File: config.mk
export PLATFORM = sky130hd
export DESIGN_NAME = axi_rd_master_flat
export DESIGN_NICKNAME = d
export VERILOG_FILES = /design/src/rtl/axi_rd_master_pkg.sv /design/src/rtl/axi_rd_master_if.sv /design/src/rtl/axi_rd_master_beat_counter.sv /design/src/rtl/axi_rd_master.sv /design/src/flat_wrapper.sv
export VERILOG_INCLUDE_DIRS = /design/src /design/src/rtl
export SDC_FILE = /design/constraint.sdc
export NUM_CORES = 1
export LEC_CHECK = 0
export BUFFER_PORTS_ARGS = -buffer_cell sky130_fd_sc_hd__buf_2
export CORE_ASPECT_RATIO = 1.4
export CORE_MARGIN = 2
export CORE_UTILIZATION = 40
export CTS_CLUSTER_DIAMETER = 50
export CTS_CLUSTER_SIZE = 10
export DETAILED_ROUTE_END_ITERATION = 7
export PLACE_DENSITY = 0.8
export SKIP_CTS_REPAIR_TIMING = 1
export SLEW_MARGIN = 25
export SYNTH_ARGS = -nofsm -noshare
export SYNTH_HDL_FRONTEND = slang
export SYNTH_HIERARCHICAL = 1
export SYNTH_SLANG_ARGS = --single-unit
File: constraint.sdc
create_clock -name clk -period 4.25 [get_ports clk]
set_input_delay 0.2125 -clock clk [delete_from_list [all_inputs] [get_ports clk]]
set_output_delay 0.2125 -clock clk [all_outputs]
set_load 0.1 [all_outputs]
File: src/rtl/AXI_define.svh
// Shared AXI field widths used by every block that talks to the AXI fabric.
`ifndef AXI_DEFINE_SVH
`define AXI_DEFINE_SVH

`define AXI_ID_BITS    4
`define AXI_ADDR_BITS  32
`define AXI_DATA_BITS  32
`define AXI_LEN_BITS   4
`define AXI_SIZE_BITS  3
`define AXI_BURST_BITS 2
`define AXI_RESP_BITS  2

`endif

File: src/rtl/axi_rd_master_pkg.sv
// Types and fixed AXI encodings shared by the AXI read master and its helpers.
`include "AXI_define.svh"

package axi_rd_master_pkg;

    typedef enum logic [1:0] {
        ST_IDLE = 2'd0,
        ST_ADDR = 2'd1,
        ST_DATA = 2'd2
    } rd_state_e;

    localparam logic [`AXI_SIZE_BITS-1:0]  SIZE_WORD  = 3'b010;
    localparam logic [`AXI_BURST_BITS-1:0] BURST_INCR = 2'b01;
    localparam logic [`AXI_RESP_BITS-1:0]  RESP_OKAY  = 2'b00;

    // Bursts are always word sized, so the byte offset is simply dropped.
    function automatic logic [`AXI_ADDR_BITS-1:0] word_align(input logic [`AXI_ADDR_BITS-1:0] addr);
        return addr & ~`AXI_ADDR_BITS'(3);
    endfunction

endpackage

File: src/rtl/axi_rd_master_if.sv
// AXI read-address and read-data channels bundled for the read master.
`include "AXI_define.svh"

interface axi_rd_master_if;

    logic [`AXI_ID_BITS-1:0]    ARID;
    logic [`AXI_ADDR_BITS-1:0]  ARADDR;
    logic [`AXI_LEN_BITS-1:0]   ARLEN;
    logic [`AXI_SIZE_BITS-1:0]  ARSIZE;
    logic [`AXI_BURST_BITS-1:0] ARBURST;
    logic                       ARVALID;
    logic                       ARREADY;

    logic [`AXI_ID_BITS-1:0]    RID;
    logic [`AXI_DATA_BITS-1:0]  RDATA;
    logic [`AXI_RESP_BITS-1:0]  RRESP;
    logic                       RLAST;
    logic                       RVALID;
    logic                       RREADY;

    modport master (
        output ARID, ARADDR, ARLEN, ARSIZE, ARBURST, ARVALID, RREADY,
        input  ARREADY, RID, RDATA, RRESP, RLAST, RVALID
    );

    modport slave (
        input  ARID, ARADDR, ARLEN, ARSIZE, ARBURST, ARVALID, RREADY,
        output ARREADY, RID, RDATA, RRESP, RLAST, RVALID
    );

endinterface

File: src/rtl/axi_rd_master_beat_counter.sv
// Beat counter for one read burst; flags an RLAST that arrives at the wrong count.
`include "AXI_define.svh"

module rd_beat_counter
    import axi_rd_master_pkg::*;
(
    input  logic                     clk,
    input  logic                     rst,
    input  logic                     clear,
    input  logic                     inc,
    input  logic                     last,
    input  logic [`AXI_LEN_BITS-1:0] len,
    output logic                     len_mismatch
);

    logic [`AXI_LEN_BITS-1:0] cnt_q, cnt_d;

    always_comb begin
        cnt_d = cnt_q;
        if (clear) begin
            cnt_d = '0;
        end else if (inc) begin
            cnt_d = cnt_q + 1'b1;
        end
    end

    always_ff @(posedge clk or posedge rst) begin
        if (rst) begin
            cnt_q <= '0;
        end else begin
            cnt_q <= cnt_d;
        end
    end

    // The count still holds the index of the beat being presented, which must equal len on RLAST.
    assign len_mismatch = last && (cnt_q != len);

endmodule

File: src/rtl/axi_rd_master.sv
// Single-outstanding AXI4 INCR read master driven by a simple CPU request port.
// Optional sticky response/length checking is enabled by defining AXI_RD_MASTER_ERR_EN.
`include "AXI_define.svh"

module axi_rd_master
    import axi_rd_master_pkg::*;
#(
    parameter logic [`AXI_ID_BITS-1:0] MASTER_ID = 4'd0
) (
    input  logic                      clk,
    input  logic                      rst,
    input  logic                      cpu_req,
    input  logic [`AXI_ADDR_BITS-1:0] cpu_addr,
    input  logic [`AXI_LEN_BITS-1:0]  cpu_len,
    output logic                      cpu_ready,
    output logic [`AXI_DATA_BITS-1:0] cpu_rdata,
    output logic                      cpu_rvalid,
    output logic                      cpu_done,
    output logic                      cpu_err,
    input  logic                      cpu_err_clr,
    axi_rd_master_if.master           axi
);

    localparam logic [1:0] IDLE = ST_IDLE;
    localparam logic [1:0] ADDR = ST_ADDR;
    localparam logic [1:0] DATA = ST_DATA;

    logic [1:0]                state_q, state_d;
    logic [`AXI_ADDR_BITS-1:0] addr_q, addr_d;
    logic [`AXI_LEN_BITS-1:0]  len_q, len_d;
    logic [`AXI_DATA_BITS-1:0] rdata_q, rdata_d;
    logic                      rvalid_q, rvalid_d;
    logic                      done_q, done_d;
    logic                      cnt_clear;
    logic                      beat_ok;
    logic                      len_mismatch;

    // Beats tagged for another master are drained but otherwise invisible to this block.
    assign beat_ok = (state_q == DATA) && axi.RVALID && (axi.RID == MASTER_ID);

    // The done cycle is still busy so a held request cannot slip in right behind a burst.
    assign cpu_ready = (state_q == IDLE) && !done_q;

    always_comb begin
        state_d   = state_q;
        addr_d    = addr_q;
        len_d     = len_q;
        rdata_d   = rdata_q;
        rvalid_d  = 1'b0;
        done_d    = 1'b0;
        cnt_clear = 1'b0;
        case (state_q)
            IDLE: begin
                if (cpu_req && cpu_ready) begin
                    addr_d  = word_align(cpu_addr);
                    len_d   = cpu_len;
                    state_d = ADDR;
                end
            end
            ADDR: begin
                if (axi.ARREADY) begin
                    cnt_clear = 1'b1;
                    state_d   = DATA;
                end
            end
            DATA: begin
                if (beat_ok) begin
                    rdata_d  = axi.RDATA;
                    rvalid_d = 1'b1;
                    if (axi.RLAST) begin
                        done_d  = 1'b1;
                        state_d = IDLE;
                    end
                end
            end
            default: state_d = IDLE;
        endcase
    end

    always_ff @(posedge clk or posedge rst) begin
        if (rst) begin
            state_q  <= IDLE;
            addr_q   <= '0;
            len_q    <= '0;
            rdata_q  <= '0;
            rvalid_q <= 1'b0;
            done_q   <= 1'b0;
        end else begin
            state_q  <= state_d;
            addr_q   <= addr_d;
            len_q    <= len_d;
            rdata_q  <= rdata_d;
            rvalid_q <= rvalid_d;
            done_q   <= done_d;
        end
    end

    rd_beat_counter u_beat_counter (
        .clk          (clk),
        .rst          (rst),
        .clear        (cnt_clear),
        .inc          (beat_ok),
        .last         (axi.RLAST),
        .len          (len_q),
        .len_mismatch (len_mismatch)
    );

    assign axi.ARID    = MASTER_ID;
    assign axi.ARADDR  = addr_q;
    assign axi.ARLEN   = len_q;
    assign axi.ARSIZE  = SIZE_WORD;
    assign axi.ARBURST = BURST_INCR;
    assign axi.ARVALID = (state_q == ADDR);
    assign axi.RREADY  = (state_q == DATA);

    assign cpu_rdata  = rdata_q;
    assign cpu_rvalid = rvalid_q;
    assign cpu_done   = done_q;

`ifdef AXI_RD_MASTER_ERR_EN
    logic err_q, err_d;

    // A new error outranks a clear arriving in the same cycle.
    always_comb begin
        err_d = err_q;
        if (cpu_err_clr) begin
            err_d = 1'b0;
        end
        if (beat_ok && ((axi.RRESP != RESP_OKAY) || len_mismatch)) begin
            err_d = 1'b1;
        end
    end

    always_ff @(posedge clk or posedge rst) begin
        if (rst) begin
            err_q <= 1'b0;
        end else begin
            err_q <= err_d;
        end
    end

    assign cpu_err = err_q;
`else
    logic unused_err_inputs;

    assign cpu_err           = 1'b0;
    assign unused_err_inputs = &{1'b0, cpu_err_clr, axi.RRESP, len_mismatch};
`endif

endmodule

File: src/flat_wrapper.sv
// flat-port wrapper written by rule: the top's interface ports become plain ports
module axi_rd_master_flat import axi_rd_master_pkg::*;
#(
    parameter logic [`AXI_ID_BITS-1:0] MASTER_ID = 4'd0
)
  (clk, rst, cpu_req, cpu_addr, cpu_len, cpu_ready, cpu_rdata, cpu_rvalid, cpu_done, cpu_err, cpu_err_clr, axi_ARID, axi_ARADDR, axi_ARLEN, axi_ARSIZE, axi_ARBURST, axi_ARVALID, axi_RREADY, axi_ARREADY, axi_RID, axi_RDATA, axi_RRESP, axi_RLAST, axi_RVALID);
  axi_rd_master_if axi_i ();
  input  logic clk;
  input  logic rst;
  input  logic cpu_req;
  input  logic [`AXI_ADDR_BITS-1:0] cpu_addr;
  input  logic [`AXI_LEN_BITS-1:0] cpu_len;
  output logic cpu_ready;
  output logic [`AXI_DATA_BITS-1:0] cpu_rdata;
  output logic cpu_rvalid;
  output logic cpu_done;
  output logic cpu_err;
  input  logic cpu_err_clr;
  output wire logic [$bits(axi_i.ARID)-1:0] axi_ARID;
  output wire logic [$bits(axi_i.ARADDR)-1:0] axi_ARADDR;
  output wire logic [$bits(axi_i.ARLEN)-1:0] axi_ARLEN;
  output wire logic [$bits(axi_i.ARSIZE)-1:0] axi_ARSIZE;
  output wire logic [$bits(axi_i.ARBURST)-1:0] axi_ARBURST;
  output wire logic [$bits(axi_i.ARVALID)-1:0] axi_ARVALID;
  output wire logic [$bits(axi_i.RREADY)-1:0] axi_RREADY;
  input wire logic [$bits(axi_i.ARREADY)-1:0] axi_ARREADY;
  input wire logic [$bits(axi_i.RID)-1:0] axi_RID;
  input wire logic [$bits(axi_i.RDATA)-1:0] axi_RDATA;
  input wire logic [$bits(axi_i.RRESP)-1:0] axi_RRESP;
  input wire logic [$bits(axi_i.RLAST)-1:0] axi_RLAST;
  input wire logic [$bits(axi_i.RVALID)-1:0] axi_RVALID;
  assign axi_ARID = axi_i.ARID;
  assign axi_ARADDR = axi_i.ARADDR;
  assign axi_ARLEN = axi_i.ARLEN;
  assign axi_ARSIZE = axi_i.ARSIZE;
  assign axi_ARBURST = axi_i.ARBURST;
  assign axi_ARVALID = axi_i.ARVALID;
  assign axi_RREADY = axi_i.RREADY;
  assign axi_i.ARREADY = axi_ARREADY;
  assign axi_i.RID = axi_RID;
  assign axi_i.RDATA = axi_RDATA;
  assign axi_i.RRESP = axi_RRESP;
  assign axi_i.RLAST = axi_RLAST;
  assign axi_i.RVALID = axi_RVALID;
  axi_rd_master #(.MASTER_ID(MASTER_ID)) u_core (.clk(clk), .rst(rst), .cpu_req(cpu_req), .cpu_addr(cpu_addr), .cpu_len(cpu_len), .cpu_ready(cpu_ready), .cpu_rdata(cpu_rdata), .cpu_rvalid(cpu_rvalid), .cpu_done(cpu_done), .cpu_err(cpu_err), .cpu_err_clr(cpu_err_clr), .axi(axi_i));
endmodule
Yosys cells after proc, flatten, opt, wreduce, memory -nomap -nowiden

Index checks and enable logic that the tools add are counted.

Bits of input ports: 81
Output and inout bits: 83
Register bits after elaboration: 70
Word-level logic and storage cells: 32

Mux-type cells: 10
Reduce and logical (&&, ||, !) cells: 10
Eq/ne operators: 6

Operator list:

| operator                                                                 | number |
|---|---|
| 2-bit 2-to-1 mux                                                         | 4 |
| 2-bit by 1-bit inequality test with 1-bit output (second input constant) | 3 |
| 2-bit case mux with 3 select lines                                       | 1 |
| 1-bit 2-to-1 mux                                                         | 5 |
| 1-bit logical AND                                                        | 4 |
| 4-bit zero test                                                          | 1 |
| 2-bit AND reduction                                                      | 2 |
| 4-bit AND reduction                                                      | 1 |
| 2-bit by 1-bit == test with 1-bit output (second input constant)         | 1 |
| 2-bit == test (second input constant)                                    | 1 |
| 2-bit zero test                                                          | 1 |
| 2-bit inequality test (second input constant)                            | 1 |
| 1-bit zero test                                                          | 1 |

Depth between registers and ports, before layout

Gate-level depths: netlist of run 1.

Depth in word-level cells: 5
Gate-level depth with buffers: 5
Gate-level depth less buffers: 3

Worst setup path after synthesis of run 1

Ideal clock, no wire load.

Path type: register to register
Start: register u_core.done_q (netlist: u_core/cpu_done)
End: register u_core.addr_q[20] (netlist: u_core/axi.ARADDR[20])
Buffers on the path: 2
Data required time: 4.124 ns
Data arrival time: 2.959 ns
Path slack: 1.164 ns
Library setup time: 0.126 ns
Stages on the path, launching flop included: 6
Clock period less this slack: 3.086 ns
Path through: dfrtp_1 -> nor3_2 -> and2_4 -> buf_6 -> buf_12 -> mux2_4

Longest elaborated chain between the ends: 4

Ends and longest elaborated chain:

| item                                 | RTL line            | source |
|---|---|---|
| start: declaration                   | axi_rd_master.sv:33 | `logic done_q, done_d;` |
| start signal: assignment             | axi_rd_master.sv:94 | `done_q <= done_d;` |
| 1-bit zero test                      | axi_rd_master.sv:42 | `assign cpu_ready = (state_q == IDLE) && !done_q;` |
| 1-bit logical AND                    | axi_rd_master.sv:42 |  |
| net cpu_ready                        | flat_wrapper.sv:13  | `output logic cpu_ready;` |
| 1-bit logical AND                    | axi_rd_master.sv:54 | `if (cpu_req && cpu_ready) begin` |
| 2-bit AND reduction (no source line) | -                   |  |
| end signal: assignment               | axi_rd_master.sv:90 | `addr_q <= addr_d;` |
| end: declaration                     | axi_rd_master.sv:29 | `` logic [`AXI_ADDR_BITS-1:0] addr_q, addr_d; `` |

The timed path passes the listed nets, and every way through them passes these cells.
A chain may end at the register's enable or synchronous reset.

Final worst setup path of run 1

Start: register u_core.state_q[0]
End: register u_core.rdata_q[27] (netlist: u_core/cpu_rdata[27])

Longest elaborated chain between the ends: 4

Ends and longest elaborated chain:

| item                                   | RTL line                                 | source |
|---|---|---|
| start: declaration                     | axi_rd_master.sv:28                      | `logic [1:0] state_q, state_d;` |
| start signal: assignment               | axi_rd_master.sv:89                      | `state_q <= state_d;` |
| 2-bit == test *                        | axi_rd_master.sv:39, axi_rd_master.sv:52 |  |
| 1-bit logical AND (2 in a row)         | axi_rd_master.sv:39                      | `assign beat_ok = (state_q == DATA) && axi.RVALID && (axi.RID == MASTER_ID);` |
| 2-bit AND reduction (no source line) * | -                                        |  |
| end signal: assignment                 | axi_rd_master.sv:92                      | `rdata_q <= rdata_d;` |
| end: declaration                       | axi_rd_master.sv:31                      | `` logic [`AXI_DATA_BITS-1:0] rdata_q, rdata_d; `` |

Every way passes the cells marked *; elsewhere a longest branch is shown, timed or not.

==> run summary, run 1 <==
RUN STATUS
----------------------------------------------------------------------------------------
Result of the run .........................................................    completed

CRITICAL PATH
----------------------------------------------------------------------------------------
Worst r2r src ............................................................. u_core/state_q[0]
Worst reg-to-reg path cell count ..........................................            3
Worst path required time ..................................................      4.47 ns
FF-to-FF End .............................................................. u_core/cpu_rdata[27]
Arr. time, crit path ......................................................      2.04 ns
Critical path class .......................................................   reg -> reg
Worst Setup Start Kind ....................................................         flop
Endpoint type of the worst setup path .....................................         flop
R2R Setup Slk .............................................................      2.43 ns
Critical path fanouts, max ................................................           35

PLACEMENT
----------------------------------------------------------------------------------------
GP Congestion .............................................................        0.743
Number of input and output port buffers inserted ..........................          146
HPWL after detailed placement .............................................      4200 um

FINAL LAYOUT
----------------------------------------------------------------------------------------
Most frequent cells in the layout ......................................... buf_2, dfrtp_1, mux2_4
Proportion of layout cells with a drive suffix above 1 ....................        72.5%
Relative area change from synthesis to final layout .......................        28.2%
Final #Nets ...............................................................          400
Count of inserted antenna diode cells .....................................            0
Leading cell type in the layout, fill and taps excluded ...................        buf_2

DETAILED ROUTING
----------------------------------------------------------------------------------------
DR iter-0 viols ...........................................................           36
Wirelength, routed ........................................................      5810 um
Average routed wire per standard cell .....................................      13.8 um
Vias per Instance .........................................................         4.47
Number of nets with antenna violations after detailed routing .............            0
DRC violations left .......................................................            0
Via total after detailed routing ..........................................         1883
Number of search-and-repair iterations in the first detailed-routing pass .            3

FLOORPLANNING
----------------------------------------------------------------------------------------
Number of placed I/O pins .................................................          164
Floorplan die area ........................................................    8330 um^2
Count of standard-cell rows ...............................................           37
Floorplan Core Area .......................................................    7360 um^2
Vert. Die Dim .............................................................       107 um
Initial Util ..............................................................        41.3%
Horizontal die dimension ..................................................      77.7 um

YOSYS
----------------------------------------------------------------------------------------
Synth Instances ...........................................................          171
Average cell area after synthesis .........................................    17.8 um^2
Area of the mapped netlist ................................................    3040 um^2
Number of distinct library cells after synthesis ..........................           18
Number of warnings printed during yosys synthesis .........................            6
Synth Register Bits .......................................................           70
Share of synthesized area occupied by flip-flops and latches ..............        57.6%

CLOCKING
----------------------------------------------------------------------------------------
Clock tree from TritonCTS .................................................          yes
Clock latency on the worst-skew pair ......................................      0.33 ns
Number of clock sinks .....................................................           70
Number of buffers created by CTS ..........................................            9
Root Buffer ...............................................................     clkbuf_8
CTS H-tree depth ..........................................................            3
Number of buffers on the longest clock path ...............................            2
CTS clk-pin slew, worst paths .............................................      0.07 ns

GRT
----------------------------------------------------------------------------------------
GRT Residual Overflow .....................................................            0
Largest net degree at the start of global routing .........................           71
Global-route total usage across every layer ...............................        14.6%
Number of antenna violations at the first check in global routing .........            0
Number of global-route vias before repair .................................         1920
First-pass GRT wire length ................................................      9380 um

TIMING
----------------------------------------------------------------------------------------
Final count of pins violating max slew ....................................            0
Setup violation total in the final timing report ..........................            0
Slew at the pin closest to its max-slew limit .............................     0.850 ns
Setup repair after global routing missed its margin .......................        false
Time the final worst path needs with I/O delays and setup .................      1.82 ns
Final count of hold timing violations .....................................            0
Final worst clock skew ....................................................   0.00839 ns
Final-layout setup total negative slack ...................................         0 ns
Part of the cycle the worst path needs ....................................        42.8%
Max-slew headroom .........................................................        43.3%
FMAX ......................................................................      550 MHz

MIN PATH
----------------------------------------------------------------------------------------
WHS Path Cells ............................................................            2
Hold Path End ............................................................. u_core/state_q[1]
Hold Path Origin ..........................................................    axi_RLAST
Hold Path Class ...........................................................    in -> reg

RUN
----------------------------------------------------------------------------------------
Count of max-cap constraint violations ....................................            0

## layout make-up
class                   count  area (um^2)
clock buffers              10          128
clock inverters             6         62.6
fillers                   644         3460
inverters                   2         7.51
multi-input cells          89         1090
flip-flops and latches     70         1750
well taps                  97          121
repair buffers            147          738
## synth_stat cells
library cell,count,area (um^2)
dfrtp_1,70,1750
a21o_2,1,8.76
and2_4,1,8.76
buf_4,12,90.1
a21o_1,1,7.51
and2_1,1,6.26
mux2_2,10,113
buf_12,6,120
conb_1,2,7.51
nor3_2,1,10.0
buf_6,2,22.5
and4b_1,1,10.0
and2b_2,1,8.76
mux2_4,56,841
inv_1,2,7.51
nor3_1,1,5.00
a21oi_1,2,10.0
nor2b_4,1,13.8
## sequential cells by signal, indices dropped and copies added, names as in the netlist
register,flops
u_core/axi.ARADDR,30
u_core/axi.ARLEN,4
u_core/cpu_done,1
u_core/cpu_rdata,32
u_core/cpu_rvalid,1
u_core/state_q,2
## how the worst max path moves through the flow
stage,from,end,slack (ns),cells past startpoint
detailed placement,u_core/state_q[1],u_core/cpu_rdata[29],2.16,3
global placement,u_core/state_q[0],u_core/cpu_rdata[27],2.18,3
CTS,u_core/state_q[0],u_core/cpu_rdata[27],2.15,3
finish,u_core/state_q[0],u_core/cpu_rdata[27],2.43,3
global route,u_core/state_q[1],u_core/cpu_rdata[27],2.32,3
floorplan,u_core/cpu_done,u_core/axi.ARADDR[20],1.16,5
## metrics by stage
step | setup WS [ns] | area [um^2] | hold WS (ns) | util [%] | instances
floorplan | 1.16 | 3080 | 0.293 | - | 181
global placement | 2.18 | 3710 | 0.389 | 50.4 | 405
detailed placement | 2.16 | 3710 | 0.396 | 50.4 | 405
CTS | 2.15 | 3900 | 0.0173 | 52.9 | 421
global route | 2.32 | 3900 | 0.0161 | 53.0 | 421
finish | 2.43 | 3900 | 0.0410 | 53.0 | 421
## critical path, cell delays in order (launching register included)
cell	delay (ns)
dfrtp_1	0.45
nor2b_4	0.14
and4b_4	0.70
mux2_2	0.40
## cells by family (layout without fill, tap and decap cells)
group | Yosys count | count (layout) | synth area share [%]
DFF | 70 | 70 | 57.6
buffers and inverters | 22 | 165 | 7.90
other | 2 | 12 | 0.247
muxes | 66 | 66 | 31.3
and+or+nand+nor | 7 | 7 | 2.06
AOI/OAI and AO/OA | 4 | 4 | 0.864
## routing by layer
layer  track usage, %  vias up  share of wire (%)
li1                 -      859                  -
met2             24.4       90                 52
met1             17.2      924                 39
met5                0        -                  0
met3             4.46       10                7.1
met4             6.89        0                1.8
Power of run 1 is not shown: default switching activity piles up to over one toggle a cycle in this logic, so the estimate is an artifact.
==> inputs of run 2 (changes only) <==
ABC_AREA = 1   (was default)
PLACE_DENSITY = 0.81   (was 0.8)
clock period = 1.8 ns   (was 4.25 ns; I/O delays follow)
==> run 2 against run 1 <==
The flow now finishes with violations (hold timing). Hold slack got worse by 0.059 ns. Core utilization increased by 8.8 points. Area after synthesis fell by 6.7%. Wire length grew 36%. Largest cell class unchanged.
==> run summary, run 2 <==
RUN STATUS
----------------------------------------------------------------------------------------
Result of the run ......................................................... finished with violations   was completed
Violated checks ...........................................................  hold timing

CLOCKING
----------------------------------------------------------------------------------------
Number of buffers on the longest clock path ...............................            2   unchanged
Clock latency on the worst-skew pair ......................................      0.34 ns   was 0.33 ns
CTS clk-pin slew, worst paths .............................................      0.07 ns   about the same
Number of clock sinks .....................................................           70   unchanged
Clock tree from TritonCTS .................................................          yes   unchanged
Root Buffer ...............................................................     clkbuf_8   unchanged
Number of buffers created by CTS ..........................................            9   unchanged
CTS H-tree depth ..........................................................            3   unchanged

FLOORPLANNING
----------------------------------------------------------------------------------------
Number of placed I/O pins .................................................          164   unchanged
Count of standard-cell rows ...............................................           36   was 37
Horizontal die dimension ..................................................      75.2 um   was 77.7 um
Floorplan Core Area .......................................................    6940 um^2   was 7360 um^2
Initial Util ..............................................................        40.9%   was 41.3%
Floorplan die area ........................................................    7800 um^2   was 8330 um^2
Vert. Die Dim .............................................................       104 um   was 107 um

TIMING
----------------------------------------------------------------------------------------
Final count of hold timing violations .....................................            7   was 0
Max-slew headroom .........................................................        65.9%   was 43.3%
Final count of pins violating max slew ....................................            0   unchanged
Slew at the pin closest to its max-slew limit .............................     0.511 ns   was 0.850 ns
Final worst clock skew ....................................................   0.00984 ns   was 0.00839 ns
Final-layout setup total negative slack ...................................         0 ns   unchanged
FMAX ......................................................................      619 MHz
Setup violation total in the final timing report ..........................            0   unchanged
Setup repair after global routing missed its margin .......................        false   unchanged
Time the final worst path needs with I/O delays and setup .................      1.62 ns
Hold slack final ..........................................................   -0.0178 ns   was 0.0410 ns
Part of the cycle the worst path needs ....................................        89.8%

YOSYS
----------------------------------------------------------------------------------------
Average cell area after synthesis .........................................    8.87 um^2   was 17.8 um^2
Most instantiated flip-flop cell in the synthesis netlist .................      dfrtp_1   unchanged
Synth Instances ...........................................................          320   was 171
Library cell with the highest instance count after synthesis ..............      nand2_1   was dfrtp_1
Number of distinct library cells after synthesis ..........................           16   was 18
Count of flip-flops with a built-in enable after synthesis ................            0   unchanged
Library cell with the largest summed area after synthesis .................      dfrtp_1   unchanged
Share of synthesized area occupied by flip-flops and latches ..............        61.7%   was 57.6%
Area of the mapped netlist ................................................    2840 um^2   was 3040 um^2
Number of warnings printed during yosys synthesis .........................            6   unchanged
Synth Register Bits .......................................................           70   unchanged
Async set or reset register ratio after synthesis .........................         100%   unchanged
Post-synth top cells ...................................................... nand2_1, dfrtp_1, nand3_1, buf_4   was dfrtp_1, mux2_4, buf_4, mux2_2, buf_12
Top cells by area in the synthesized netlist .............................. dfrtp_1, nand2_1, nand3_1   was dfrtp_1, mux2_4, buf_12
Area share of the largest cell type after synthesis .......................        61.7%   was 57.6%

DETAILED ROUTING
----------------------------------------------------------------------------------------
Wirelength, routed ........................................................      7900 um   was 5810 um
Number of nets with antenna violations after detailed routing .............            0   unchanged
Number of search-and-repair iterations in the first detailed-routing pass .            4   was 3
Average routed wire per standard cell .....................................      12.8 um   was 13.8 um
Vias per Instance .........................................................         4.51   was 4.47
DRC violations left .......................................................            0   unchanged
Via total after detailed routing ..........................................         2773   was 1883
DR iter-0 viols ...........................................................          100   was 36

FINAL LAYOUT
----------------------------------------------------------------------------------------
Fin area ..................................................................    4280 um^2   was 3900 um^2
Count of inserted antenna diode cells .....................................            0   unchanged
Most frequent cells in the layout ......................................... nand2_1, buf_2, dfrtp_1   was buf_2, dfrtp_1, mux2_4
Leading cell type in the layout, fill and taps excluded ...................      nand2_1   was buf_2
Relative area change from synthesis to final layout .......................        50.9%   was 28.2%
Seq. cell area ............................................................    1750 um^2   about the same
Area occupied by multi-input gates ........................................     916 um^2   was 1090 um^2
Proportion of layout cells with a drive suffix above 1 ....................        33.1%   was 72.5%
Final std cells w/o fill ..................................................          615   was 421
Flip-flop count of the largest register, all copies and words added .......           32   unchanged
Number of fillers in the final layout .....................................          598   was 644
Final #Nets ...............................................................          596   was 400

GRT
----------------------------------------------------------------------------------------
Largest net degree at the start of global routing .........................           38   was 71
Number of antenna violations at the first check in global routing .........            0   unchanged
GRT Residual Overflow .....................................................            0   unchanged
Global-route total usage across every layer ...............................        17.7%   was 14.6%
Number of global-route vias before repair .................................         2482   was 1920
First-pass GRT wire length ................................................     10600 um   was 9380 um

CRITICAL PATH
----------------------------------------------------------------------------------------
FF-to-FF End .............................................................. u_core/cpu_rdata[15]   was u_core/cpu_rdata[27]
Worst r2r src ............................................................. u_core/state_q[0]   unchanged
Worst Setup Start Kind ....................................................         flop   unchanged
Endpoint type of the worst setup path ..................................... primary output   was flop
Worst setup path end ......................................................    cpu_ready   was u_core/cpu_rdata[27]
Critical path class .......................................................   reg -> out   was reg -> reg
Worst reg-to-reg path cell count ..........................................            7   was 3
Worst setup path startpoint ............................................... u_core/state_q[1]   was u_core/state_q[0]
Critical path fanouts, max ................................................           14   was 35
R2R Setup Slk .............................................................      0.31 ns   was 2.43 ns
Arr. time, crit path ......................................................      1.53 ns   was 2.04 ns
Worst path required time ..................................................      1.71 ns   was 4.47 ns

RUN
----------------------------------------------------------------------------------------
Count of max-cap constraint violations ....................................            0   unchanged

PLACEMENT
----------------------------------------------------------------------------------------
HPWL after detailed placement .............................................      4810 um   was 4200 um
Area post-placement .......................................................    3610 um^2   was 3710 um^2
Cell count after placement ................................................          549   was 405
Number of input and output port buffers inserted ..........................          146   unchanged
GP Congestion .............................................................        0.755   was 0.743

MIN PATH
----------------------------------------------------------------------------------------
Hold Path Origin ..........................................................  cpu_addr[5]   was axi_RLAST
Hold Path Class ...........................................................    in -> reg   unchanged

## run 2: cell types whose count changed in the layout (fill, tap and decap cells not counted), moves of 3 or more
cell,change
nand3_1,+35
dlygate4sd3_1,+50
nand2_1,+170
inv_1,+5
mux2_2,-10
clkbuf_1,+3
mux2_4,-56
buf_4,+5
## run 2: per-layer routing
layer	global-route usage, %	vias to the layer above	routed length (um)
li1	-	1345	-
met1	19.9	1294	3110
met2	29.3	120	4080
met3	5.06	14	525
met4	9.52	0	178
met5	0	-	0
## run 2: logic make-up after synthesis
logic type	count (synthesis)	share of synthesized area (%)
AOI/OAI and AO/OA	1	0.265
and+or+nand+nor	211	30.3
other	2	0.265
DFF	70	61.7
buffers and inverters	36	7.45
## run 2: area by class of cell
cell class	instances	share of cell area, %
flip-flops and latches	70	40.9
repair buffers	202	30.1
multi-input cells	224	21.4
clock buffers	15	3.88
well taps	95	2.77
inverters	8	0.789
clock inverters	1	0.117
## run 2: worst max-delay path, stage by stage, from the launching register on
cell     delay [ns]
dfrtp_1        0.44
nor3_4         0.30
buf_4          0.26
buf_12         0.19
## run 2: worst min path at each step
stage,to,slack (ns),cells past startpoint
global placement,u_core/cpu_rdata[3],0.23,3
floorplan,u_core/state_q[0],0.18,1
global route,u_core/axi.ARADDR[16],0.0009,3
finish,u_core/axi.ARADDR[5],-0.02,3
CTS,u_core/cpu_rdata[11],-0.14,3
detailed placement,u_core/cpu_rdata[31],0.24,3
## run 2: per-stage QoR
step                      utilization, %  hold slack (ns)  worst slack [ns]
after global placement              52.1            0.226             0.376
after detailed placement            52.1            0.236             0.323
after global routing                61.8         0.000897            0.0963
after floorplan                        -            0.176             0.214
after CTS                           54.5           -0.141             0.147
final                               61.8          -0.0178             0.183
Power of run 2 is left out for the same reason.
